==> config.mk <==
export PLATFORM = sky130hd
export DESIGN_NAME = des_encrypt_iter
export DESIGN_NICKNAME = d
export VERILOG_FILES = /design/src/rtl/des_pkg.sv /design/src/rtl/des_round.sv /design/src/rtl/des_encrypt_iter.sv
export SDC_FILE = /design/constraint.sdc
export NUM_CORES = 1
export LEC_CHECK = 0
export ABC_CLOCK_PERIOD_IN_PS = 6500
export BUFFER_PORTS_ARGS = -buffer_cell sky130_fd_sc_hd__buf_4
export CAP_MARGIN = 10
export CORE_ASPECT_RATIO = 1.75
export CORE_MARGIN = 2
export CORE_UTILIZATION = 41
export CTS_CLUSTER_DIAMETER = 30
export DETAILED_ROUTE_END_ITERATION = 12
export MAX_ROUTING_LAYER = met4
export PLACE_DENSITY = 0.69
export SYNTH_ARGS = -nofsm -noshare
export SYNTH_HDL_FRONTEND = slang
export SYNTH_SLANG_ARGS = --single-unit
==> constraint.sdc <==
create_clock -name clk -period 6.5 [get_ports clk]
set_clock_uncertainty 0.15 [all_clocks]
set_input_delay 0.325 -clock clk [delete_from_list [all_inputs] [get_ports clk]]
set_output_delay 0.325 -clock clk [all_outputs]
set_load 0.05 [all_outputs]
==> src/rtl/des_pkg.sv <==
// Shared DES constants for the iterative core: permutation tables, S-boxes,
// key shift schedules, FSM state type and small permutation helpers.
package des_pkg;

    typedef enum logic [1:0] {
        IDLE,
        ROUND,
        FINAL,
        HOLD
    } des_state_t;

    // Table entries use DES 1-based bit numbering; vectors are [0:N-1] so entry k maps to index k-1.
    localparam int IP_TABLE [0:63] = '{
        58, 50, 42, 34, 26, 18, 10,  2,
        60, 52, 44, 36, 28, 20, 12,  4,
        62, 54, 46, 38, 30, 22, 14,  6,
        64, 56, 48, 40, 32, 24, 16,  8,
        57, 49, 41, 33, 25, 17,  9,  1,
        59, 51, 43, 35, 27, 19, 11,  3,
        61, 53, 45, 37, 29, 21, 13,  5,
        63, 55, 47, 39, 31, 23, 15,  7
    };

    localparam int FP_TABLE [0:63] = '{
        40,  8, 48, 16, 56, 24, 64, 32,
        39,  7, 47, 15, 55, 23, 63, 31,
        38,  6, 46, 14, 54, 22, 62, 30,
        37,  5, 45, 13, 53, 21, 61, 29,
        36,  4, 44, 12, 52, 20, 60, 28,
        35,  3, 43, 11, 51, 19, 59, 27,
        34,  2, 42, 10, 50, 18, 58, 26,
        33,  1, 41,  9, 49, 17, 57, 25
    };

    localparam int E_TABLE [0:47] = '{
        32,  1,  2,  3,  4,  5,
         4,  5,  6,  7,  8,  9,
         8,  9, 10, 11, 12, 13,
        12, 13, 14, 15, 16, 17,
        16, 17, 18, 19, 20, 21,
        20, 21, 22, 23, 24, 25,
        24, 25, 26, 27, 28, 29,
        28, 29, 30, 31, 32,  1
    };

    localparam int P_TABLE [0:31] = '{
        16,  7, 20, 21, 29, 12, 28, 17,
         1, 15, 23, 26,  5, 18, 31, 10,
         2,  8, 24, 14, 32, 27,  3,  9,
        19, 13, 30,  6, 22, 11,  4, 25
    };

    localparam int PC1_TABLE [0:55] = '{
        57, 49, 41, 33, 25, 17,  9,
         1, 58, 50, 42, 34, 26, 18,
        10,  2, 59, 51, 43, 35, 27,
        19, 11,  3, 60, 52, 44, 36,
        63, 55, 47, 39, 31, 23, 15,
         7, 62, 54, 46, 38, 30, 22,
        14,  6, 61, 53, 45, 37, 29,
        21, 13,  5, 28, 20, 12,  4
    };

    localparam int PC2_TABLE [0:47] = '{
        14, 17, 11, 24,  1,  5,
         3, 28, 15,  6, 21, 10,
        23, 19, 12,  4, 26,  8,
        16,  7, 27, 20, 13,  2,
        41, 52, 31, 37, 47, 55,
        30, 40, 51, 45, 33, 48,
        44, 49, 39, 56, 34, 53,
        46, 42, 50, 36, 29, 32
    };

    // Each box is stored row-major: index = row*16 + column.
    localparam int SBOX [0:7][0:63] = '{
        '{14,  4, 13,  1,  2, 15, 11,  8,  3, 10,  6, 12,  5,  9,  0,  7,
           0, 15,  7,  4, 14,  2, 13,  1, 10,  6, 12, 11,  9,  5,  3,  8,
           4,  1, 14,  8, 13,  6,  2, 11, 15, 12,  9,  7,  3, 10,  5,  0,
          15, 12,  8,  2,  4,  9,  1,  7,  5, 11,  3, 14, 10,  0,  6, 13},
        '{15,  1,  8, 14,  6, 11,  3,  4,  9,  7,  2, 13, 12,  0,  5, 10,
           3, 13,  4,  7, 15,  2,  8, 14, 12,  0,  1, 10,  6,  9, 11,  5,
           0, 14,  7, 11, 10,  4, 13,  1,  5,  8, 12,  6,  9,  3,  2, 15,
          13,  8, 10,  1,  3, 15,  4,  2, 11,  6,  7, 12,  0,  5, 14,  9},
        '{10,  0,  9, 14,  6,  3, 15,  5,  1, 13, 12,  7, 11,  4,  2,  8,
          13,  7,  0,  9,  3,  4,  6, 10,  2,  8,  5, 14, 12, 11, 15,  1,
          13,  6,  4,  9,  8, 15,  3,  0, 11,  1,  2, 12,  5, 10, 14,  7,
           1, 10, 13,  0,  6,  9,  8,  7,  4, 15, 14,  3, 11,  5,  2, 12},
        '{ 7, 13, 14,  3,  0,  6,  9, 10,  1,  2,  8,  5, 11, 12,  4, 15,
          13,  8, 11,  5,  6, 15,  0,  3,  4,  7,  2, 12,  1, 10, 14,  9,
          10,  6,  9,  0, 12, 11,  7, 13, 15,  1,  3, 14,  5,  2,  8,  4,
           3, 15,  0,  6, 10,  1, 13,  8,  9,  4,  5, 11, 12,  7,  2, 14},
        '{ 2, 12,  4,  1,  7, 10, 11,  6,  8,  5,  3, 15, 13,  0, 14,  9,
          14, 11,  2, 12,  4,  7, 13,  1,  5,  0, 15, 10,  3,  9,  8,  6,
           4,  2,  1, 11, 10, 13,  7,  8, 15,  9, 12,  5,  6,  3,  0, 14,
          11,  8, 12,  7,  1, 14,  2, 13,  6, 15,  0,  9, 10,  4,  5,  3},
        '{12,  1, 10, 15,  9,  2,  6,  8,  0, 13,  3,  4, 14,  7,  5, 11,
          10, 15,  4,  2,  7, 12,  9,  5,  6,  1, 13, 14,  0, 11,  3,  8,
           9, 14, 15,  5,  2,  8, 12,  3,  7,  0,  4, 10,  1, 13, 11,  6,
           4,  3,  2, 12,  9,  5, 15, 10, 11, 14,  1,  7,  6,  0,  8, 13},
        '{ 4, 11,  2, 14, 15,  0,  8, 13,  3, 12,  9,  7,  5, 10,  6,  1,
          13,  0, 11,  7,  4,  9,  1, 10, 14,  3,  5, 12,  2, 15,  8,  6,
           1,  4, 11, 13, 12,  3,  7, 14, 10, 15,  6,  8,  0,  5,  9,  2,
           6, 11, 13,  8,  1,  4, 10,  7,  9,  5,  0, 15, 14,  2,  3, 12},
        '{13,  2,  8,  4,  6, 15, 11,  1, 10,  9,  3, 14,  5,  0, 12,  7,
           1, 15, 13,  8, 10,  3,  7,  4, 12,  5,  6, 11,  0, 14,  9,  2,
           7, 11,  4,  1,  9, 12, 14,  2,  0,  6, 10, 13, 15,  3,  5,  8,
           2,  1, 14,  7,  4, 10,  8, 13, 15, 12,  9,  0,  3,  5,  6, 11}
    };

    // Decryption walks the key schedule backwards, so its shifts are the
    // encryption shifts reversed and offset by one round.
    localparam int LEFT_SHIFTS  [0:15] = '{1, 1, 2, 2, 2, 2, 2, 2, 1, 2, 2, 2, 2, 2, 2, 1};
    localparam int RIGHT_SHIFTS [0:15] = '{0, 1, 2, 2, 2, 2, 2, 2, 1, 2, 2, 2, 2, 2, 2, 1};

    function automatic logic [0:63] initialPerm(input logic [0:63] x);
        logic [0:63] y;
        y = '0;
        for (int i = 0; i < 64; i++) y[i] = x[IP_TABLE[i] - 1];
        return y;
    endfunction

    function automatic logic [0:63] finalPerm(input logic [0:63] x);
        logic [0:63] y;
        y = '0;
        for (int i = 0; i < 64; i++) y[i] = x[FP_TABLE[i] - 1];
        return y;
    endfunction

    function automatic logic [0:47] expand(input logic [0:31] x);
        logic [0:47] y;
        y = '0;
        for (int i = 0; i < 48; i++) y[i] = x[E_TABLE[i] - 1];
        return y;
    endfunction

    function automatic logic [0:31] feistelPerm(input logic [0:31] x);
        logic [0:31] y;
        y = '0;
        for (int i = 0; i < 32; i++) y[i] = x[P_TABLE[i] - 1];
        return y;
    endfunction

    function automatic logic [0:55] permChoice1(input logic [0:63] x);
        logic [0:55] y;
        y = '0;
        for (int i = 0; i < 56; i++) y[i] = x[PC1_TABLE[i] - 1];
        return y;
    endfunction

    function automatic logic [0:47] permChoice2(input logic [0:55] x);
        logic [0:47] y;
        y = '0;
        for (int i = 0; i < 48; i++) y[i] = x[PC2_TABLE[i] - 1];
        return y;
    endfunction

    // Outer bits select the row, inner four bits the column.
    function automatic logic [3:0] sboxLookup(input int box, input logic [0:5] b);
        logic [5:0] idx;
        idx = {b[0], b[5], b[1], b[2], b[3], b[4]};
        return 4'(SBOX[box][idx]);
    endfunction

    function automatic logic [0:27] rotl28(input logic [0:27] x, input int n);
        return (x << n) | (x >> (28 - n));
    endfunction

    function automatic logic [0:27] rotr28(input logic [0:27] x, input int n);
        return (x >> n) | (x << (28 - n));
    endfunction

endpackage

==> src/rtl/des_round.sv <==
// One combinational DES Feistel round: E expansion, subkey mix, S-boxes, P,
// then the L/R swap-and-xor.
module des_round
    import des_pkg::*;
(
    input  logic [0:31] l,
    input  logic [0:31] r,
    input  logic [0:47] subkey,
    output logic [0:31] nextL,
    output logic [0:31] nextR
);

    logic [0:47] mixed;
    logic [0:31] sboxOut;
    logic [0:31] fOut;

    always_comb begin
        mixed   = expand(r) ^ subkey;
        sboxOut = '0;
        for (int i = 0; i < 8; i++) begin
            sboxOut[4*i +: 4] = sboxLookup(i, mixed[6*i +: 6]);
        end
        fOut  = feistelPerm(sboxOut);
        nextL = r;
        nextR = l ^ fOut;
    end

endmodule

==> src/rtl/des_encrypt_iter.sv <==
// Iterative DES core, one Feistel round per clock with a valid/ready handshake.
// Define DES_DUAL_MODE_EN to add a decrypt input that runs the key schedule in reverse.
module des_encrypt_iter
    import des_pkg::*;
(
    input  logic        clk,
    input  logic        rst_n,
    input  logic        in_valid,
    output logic        in_ready,
    input  logic [0:63] plainText,
    input  logic [0:63] key,
    output logic        out_valid,
    input  logic        out_ready,
    output logic [0:63] cipherText
`ifdef DES_DUAL_MODE_EN
   ,input  logic        decrypt
`endif
);

    des_state_t  state;
    logic [3:0]  roundCount;
    logic [0:31] dataL;
    logic [0:31] dataR;
    logic [0:27] keyC;
    logic [0:27] keyD;
    logic [0:27] nextC;
    logic [0:27] nextD;
    logic [0:47] subkey;
    logic [0:31] roundL;
    logic [0:31] roundR;
`ifdef DES_DUAL_MODE_EN
    logic        decryptMode;
`endif

    // Subkey for the current round comes from the already-rotated C/D halves.
    always_comb begin
        nextC = rotl28(keyC, LEFT_SHIFTS[roundCount]);
        nextD = rotl28(keyD, LEFT_SHIFTS[roundCount]);
`ifdef DES_DUAL_MODE_EN
        if (decryptMode) begin
            nextC = rotr28(keyC, RIGHT_SHIFTS[roundCount]);
            nextD = rotr28(keyD, RIGHT_SHIFTS[roundCount]);
        end
`endif
        subkey = permChoice2({nextC, nextD});
    end

    des_round u_round (
        .l      (dataL),
        .r      (dataR),
        .subkey (subkey),
        .nextL  (roundL),
        .nextR  (roundR)
    );

    always_ff @(posedge clk) begin
        if (!rst_n) begin
            state      <= IDLE;
            roundCount <= '0;
            in_ready   <= 1'b1;
            out_valid  <= 1'b0;
            cipherText <= '0;
            dataL      <= '0;
            dataR      <= '0;
            keyC       <= '0;
            keyD       <= '0;
`ifdef DES_DUAL_MODE_EN
            decryptMode <= 1'b0;
`endif
        end else begin
            case (state)
                IDLE: begin
                    if (in_valid) begin
                        {dataL, dataR} <= initialPerm(plainText);
                        {keyC, keyD}   <= permChoice1(key);
                        roundCount     <= '0;
                        in_ready       <= 1'b0;
                        state          <= ROUND;
`ifdef DES_DUAL_MODE_EN
                        decryptMode    <= decrypt;
`endif
                    end
                end
                ROUND: begin
                    dataL      <= roundL;
                    dataR      <= roundR;
                    keyC       <= nextC;
                    keyD       <= nextD;
                    roundCount <= roundCount + 4'd1;
                    if (roundCount == 4'd15) state <= FINAL;
                end
                // The last round's swap is undone here by presenting R16 before L16.
                FINAL: begin
                    cipherText <= finalPerm({dataR, dataL});
                    out_valid  <= 1'b1;
                    state      <= HOLD;
                end
                HOLD: begin
                    if (out_ready) begin
                        out_valid <= 1'b0;
                        in_ready  <= 1'b1;
                        state     <= IDLE;
                    end
                end
                default: state <= IDLE;
            endcase
        end
    end

endmodule

# Yosys cells after proc, flatten, opt, wreduce, memory -nomap -nowiden
# Memories as Yosys holds them, arrays and structs flattened.
# Cells that the tools add are included.
op_classes:
  order_cmp: 9
  n_eq_ne: 7
  reduce_logical: 8
  shift: 4
  mux: 37
  n_bitwise: 13
  n_addsub: 2
ops:
  columns: ["operator", "n"]
  rows:
  - ["$mux 32", 4]
  - ["$pmux 32 s2", 2]
  - ["$pmux 28 s2", 2]
  - ["$mux 4", 17]
  - ["$shl 28x32->28", 2]
  - ["$shr 28x32->28", 2]
  - ["$ge 7x7->1 const B", 8]
  - ["$mux 28", 2]
  - ["$not 6->7", 8]
  - ["$or 28x28->28", 2]
  - ["$xor 48x48->48", 1]
  - ["$sub 6x32->32 const A", 1]
  - ["$xor 32x32->32", 1]
  - ["$pmux 2 s4", 1]
  - ["$pmux 4 s2", 1]
  - ["$mux 2", 3]
  - ["$ne 2x2->1 const B", 3]
  - ["$reduce_and 3->1", 2]
  - ["$reduce_bool 2->1", 3]
  - ["$ge 5x5->1 const B", 1]
  - ["$not 4->5", 1]
  - ["$add 4x1->4 const B", 1]
  - ["$eq 2x2->1 const B", 2]
  - ["$eq 4x4->1 const B", 1]
  - ["5 further kinds", 9]
word_totals:
  word_cells: 98
  memories: 9
  reg_bits: 192
  output_inout_bits: 66
  romBits: 16896
  inputBits: 132
mem_list:
  columns: ["name", "words", "word_bits", "rd", "rd_ports_with_merged_regs", "wr", "line", "source"]
  rows:
  - ["(no name shown)", 64, 32, 1, 0, 0, "des_pkg.sv:162", "return 4'(SBOX[box][idx]);"]
  - ["(no name shown)", 64, 32, 1, 0, 0, "des_pkg.sv:162", null]
  - ["(no name shown)", 64, 32, 1, 0, 0, "des_pkg.sv:162", null]
  - ["(no name shown)", 64, 32, 1, 0, 0, "des_pkg.sv:162", null]
  - ["(no name shown)", 64, 32, 1, 0, 0, "des_pkg.sv:162", null]
  - ["(no name shown)", 64, 32, 1, 0, 0, "des_pkg.sv:162", null]
  - ["+3 memories", null, null, null, null, null, null, null]

# Longest topological paths before layout
depth:
  depth_word: 14
  depth_mapped: 23
  ltp_nobuf: 18

# Cells and area by module
# A second synthesis with hierarchy kept.
unflattened:
  cells_unflattened: 1633
  area_unflattened_um2: 14403.8
modules_own_cells:
  columns: ["mod", "instances", "seq_area_each_um2", "cells_per_inst", "area_per_inst_um2"]
  rows:
  - ["des_encrypt_iter", 1, 3843.7, 886, 8572.0]
  - ["des_round", 1, 0.0, 747, 5831.8]

# Worst setup path before layout
# Ideal clock, no wire load.
synth_path:
  path_kind: "register -> register"
  from: "register roundCount[1]"
  to: "register dataR[6] in the netlist's numbering"
  t_arrival_ps: 4717
  n_path_buf: 6
  setup_slack_ps: 1557
  path_stages_with_launch: 23
  setup_time_ps: 76
  path_cell_list: "dfxtp_1 > inv_1 > ha_1 > mux2_4 > a21oi_4 > inv_2 > buf_6 > buf_6 > buf_2 > buf_1 > ha_1 > nand2b_1 > mux2i_1 > xor2_1 > ha_1 > clkbuf_1 > clkbuf_1 > nand3_1 > o211ai_1 > o21ai_0 > a22oi_1 > mux2_2 > o22ai_1"
synth_via:
  elab_chain_len: 14
  word_cells_on_any_way: 15
synth_lines:
  columns: ["item", "line", "source"]
  rows:
  - ["from (decl)", "des_encrypt_iter.sv:21", "logic [3:0] roundCount;"]
  - ["from (signal assigned)", "des_encrypt_iter.sv:89", "roundCount <= roundCount + 4'd1;"]
  - ["$not 4->5 (not written as such) *", "des_encrypt_iter.sv:38", "nextD = rotl28(keyD, LEFT_SHIFTS[roundCount]);"]
  - ["$mem_v2 16x32 *", null, null]
  - ["$mux 32 (not written as such) * (2 in series)", "des_encrypt_iter.sv:38", null]
  - ["$sub 6x32->32", "des_pkg.sv:166", "return (x << n) | (x >> (28 - n));"]
  - ["$shr 28x32->28", "des_pkg.sv:166", null]
  - ["$or 28x28->28 *", "des_pkg.sv:166", null]
  - ["$xor 48x48->48 *", "des_round.sv:18", "mixed = expand(r) ^ subkey;"]
  - ["$not 6->7 (not written as such) *", "des_pkg.sv:162", null]
  - ["$mem_v2 64x32 *", null, null]
  - ["$mux 4 (not written as such) * (2 in series)", "des_pkg.sv:162", null]
  - ["$xor 32x32->32 *", "des_round.sv:25", "nextR = l ^ fOut;"]
  - ["$pmux 32 s2 *", "des_encrypt_iter.sv:71", "case (state)"]
  - ["to (signal assigned)", "des_encrypt_iter.sv:74", "{dataL, dataR} <= initialPerm(plainText);"]
  - ["to (signal assigned)", "des_encrypt_iter.sv:86", "dataR <= roundR;"]
  - ["to (decl)", "des_encrypt_iter.sv:23", "logic [0:31] dataR;"]
# Every way passes the cells marked *; elsewhere a longest branch is shown, timed or not. The select of a mux whose other input is x is not followed.
# A chain may end at the register's enable or synchronous reset.

# Final worst setup path
layout_path:
  from: "register roundCount[3]"
  to: "register dataR[29] in the netlist's numbering"
layout_via:
  elab_chain_len: 14
  word_cells_on_any_way: 15
layout_lines:
  columns: ["item", "line", "source"]
  rows:
  - ["$not 4->5 (not written as such) *", "des_encrypt_iter.sv:37", "nextC = rotl28(keyC, LEFT_SHIFTS[roundCount]);"]
  - ["$mem_v2 16x32 *", null, null]
  - ["$mux 32 * (2 in series)", null, null]
  - ["$sub 6x32->32", null, null]
  - ["$shr 28x32->28", "des_pkg.sv:166", null]
  - ["$or 28x28->28 *", "des_pkg.sv:166", null]
  - ["$xor 48x48->48 *", "des_round.sv:18", null]
  - ["$not 6->7 (not written as such) *", "des_pkg.sv:162", null]
  - ["$mem_v2 64x32 *", null, null]
  - ["$mux 4 (not written as such) * (2 in series)", "des_pkg.sv:162", null]
  - ["$xor 32x32->32 *", "des_round.sv:25", null]
  - ["$pmux 32 s2 *", "des_encrypt_iter.sv:71", null]
# Marks and branches as above.

==> results.cfg <==
[setup_path]
max_stage_delay_ps = 860
crit_chain = inv_1 > o21ai_2 > buf_4 > nand2_1 > a31oi_1 > xor2_1 > ha_1 > inv_1 > mux2_2 > mux4_2 > a21oi_1 > xnor2_1 > o22ai_1
cp_top_family = buffers and inverters
crit_arrival_ps = 5600
critical_path_buf_inv_count = 3
crit_type = reg2reg
worstPathRequired_ps = 6660
cp-end-kind = register
crit_path_max_fanout = 25
slowest_stage = dfxtp_1
cp-start-kind = register
cpMostUsedCell = inv_1

[sta]
period_share = 0.837
tightest_slew_ps = 1130
setup_viol = 0
max_freq_ghz = 0.184
whs_ps = 15.2
max_slew_margin = 0.246
rsz0062_at_grt = false
slew_viol_final = 0
fin_tns_setup_ps = 0
hold_viol = 0
min_period_ps = 5440

[clocking]
cts.sinks = 192
cts_setup_buffers = 0
ctsHoldBuffers = 45
clockRootBuffer = clkbuf_16
cts_resized = 0
clk_pin_slew_ps = 80
insertion_delay_ps = 460
cts_tree = built
cts_buffer_depth = 2
htree_levels = 4
numCtsBuffers = 17

[synth]
synthArstFlopShare = 0
avgSynthCellArea_um2 = 8.05
synth_cell_types = 91
ys_ff_latch = 192
synth-edff-count = 0
ys_seq_area_frac = 0.257
yosys_warnings = 0
netlist_instances = 1858
synth_fp_nets = 2057
ys_dominant_reg_cell = dfxtp_1
netlist_area_mm2 = 0.0149

[place]
io_buffers = 189
dpl.hpwl_mm = 39.7
dp.cells = 2405
gp_congestion = 0.916

[final_layout]
syn_to_final_growth_pct = 18.1
final_util = 0.490
final_cells = 2484
nets = 2200
drive_gt1_frac = 0.164
num_antenna_cells = 0

[global_route]
track_usage = 0.292
antenna_found_initial = 0
grt-ovfl-total = 0
grt_pass1_vias = 15100
grt_max_degree = 74
grt_pass1_wl_mm = 85.1

[floorplanning]
die_w_um = 148
rows = 92
die_area_mm2 = 0.0381
pin_count = 198
core_mm2 = 0.0360
start_util = 0.415
die_h_um = 257

[route]
drt_iter0_markers = 1165
via_per_inst = 6.25
via_count = 15500
drc_errors = 0
routedWlPerCell_um = 22.1
ant_nets = 0
dr.pass1.iters = 5
drt-total-wl_mm = 54.9

[run]
cap_violations = 0

[status]
outcome = finished clean

[hold_path]
hold_class = in2reg
## tightest hold or removal path: stages
cell	delay [ps]
buf_4	80
a22oi_1	50
o22ai_1	140
## cell usage in the layout (no fill, tap or decap), drive strengths merged, types with 40 or more instances in the layout
cell type    Yosys  final
dlygate4sd3      0     45
nor2           242    242
mux2i          145    145
o22ai           65     65
inv             60     65
a21oi          107    107
dfxtp          192    192
buf             53    226
xnor2           67     67
o21ai           87     87
ha              67     67
nand3           40     40
a211oi          67     67
nand2          134    134
## path summary, 6_finish.rpt
check / startpoint / to / slack, ps / cells after the start
worst min-delay path: plainText[58] / dataR[8] / 20 / 3
worst max-delay path: roundCount[3] / dataR[29] / 1060 / 13
worst max register to register: roundCount[3] / dataR[29] / 1060 / 13
worst min register to register: cipherText[57] / cipherText[57] / 340 / 2
## kinds of logic (layout without fill, tap and decap cells)
family	Yosys count	count (layout)	synth area share
xor gates and xnor gates	105	105	0.0712
AOI/OAI and AO/OA	589	589	0.276
adders and majority gates	67	67	0.0561
DFF	192	192	0.257
buffers and inverters	210	366	0.0592
muxes	165	165	0.125
and+or+nand+nor	530	530	0.155
## synthesized netlist by cell type (10+ instances only)
cell	count	area (um2)
mux2i_1	138	1380
mux4_2	10	225
and3_1	10	62.6
inv_1	54	203
clkbuf_1	94	353
a21oi_1	106	531
xnor2_1	57	499
o211ai_1	37	278
o31ai_1	13	97.6
buf_1	15	56.3
xor2_1	31	272
o2111ai_1	17	149
xnor2_2	10	163
nand3_1	39	195
a22oi_1	37	278
o21ai_0	80	400
nor3_1	38	190
o22ai_1	65	407
ha_1	67	838
nor2_1	240	901
nand4_1	12	75.1
a31oi_1	20	125
nand2_1	134	503
nand2b_1	14	87.6
buf_2	26	130
a211oi_1	66	495
dfxtp_1	192	3840
a221oi_1	18	158
## layout make-up
cell class / instances / area, um2
fillers: 3467 / 18400
multi-input cells: 1456 / 10300
flip-flops and latches: 192 / 3840
repair buffers: 271 / 2150
well taps: 470 / 588
clock buffers: 23 / 468
inverters: 63 / 239
clock inverters: 9 / 97.6
## per-stage QoR
| step | cell area (um2) | worst slack, ps |
|---|---|---|
| floorplan | 14900 | 1560 |
| global placement | 16600 | 1340 |
| detailed placement | 16600 | 1230 |
| CTS | 17600 | 1230 |
| global route | 17600 | 658 |
| finish | 17600 | 1060 |
## sequential cells by signal, summed over array words and instances (netlist names)
name and count:
roundCount 4, dataL 32, dataR 32, state 2, keyC 28, keyD 28
out_valid 1, cipherText 64, in_ready 1
## metal layers
metal | wire length [um] | GRT usage | up-vias
li1 | - | - | 7139
met2 | 27400 | 0.492 | 688
met4 | 3070 | 0.158 | 0
met5 | 0 | - | -
met3 | 3650 | 0.0466 | 146
met1 | 20800 | 0.328 | 7563
Power is left out: the tool's default activity adds up to more than one toggle a clock period on the data nets, which glitch-free logic cannot reach.
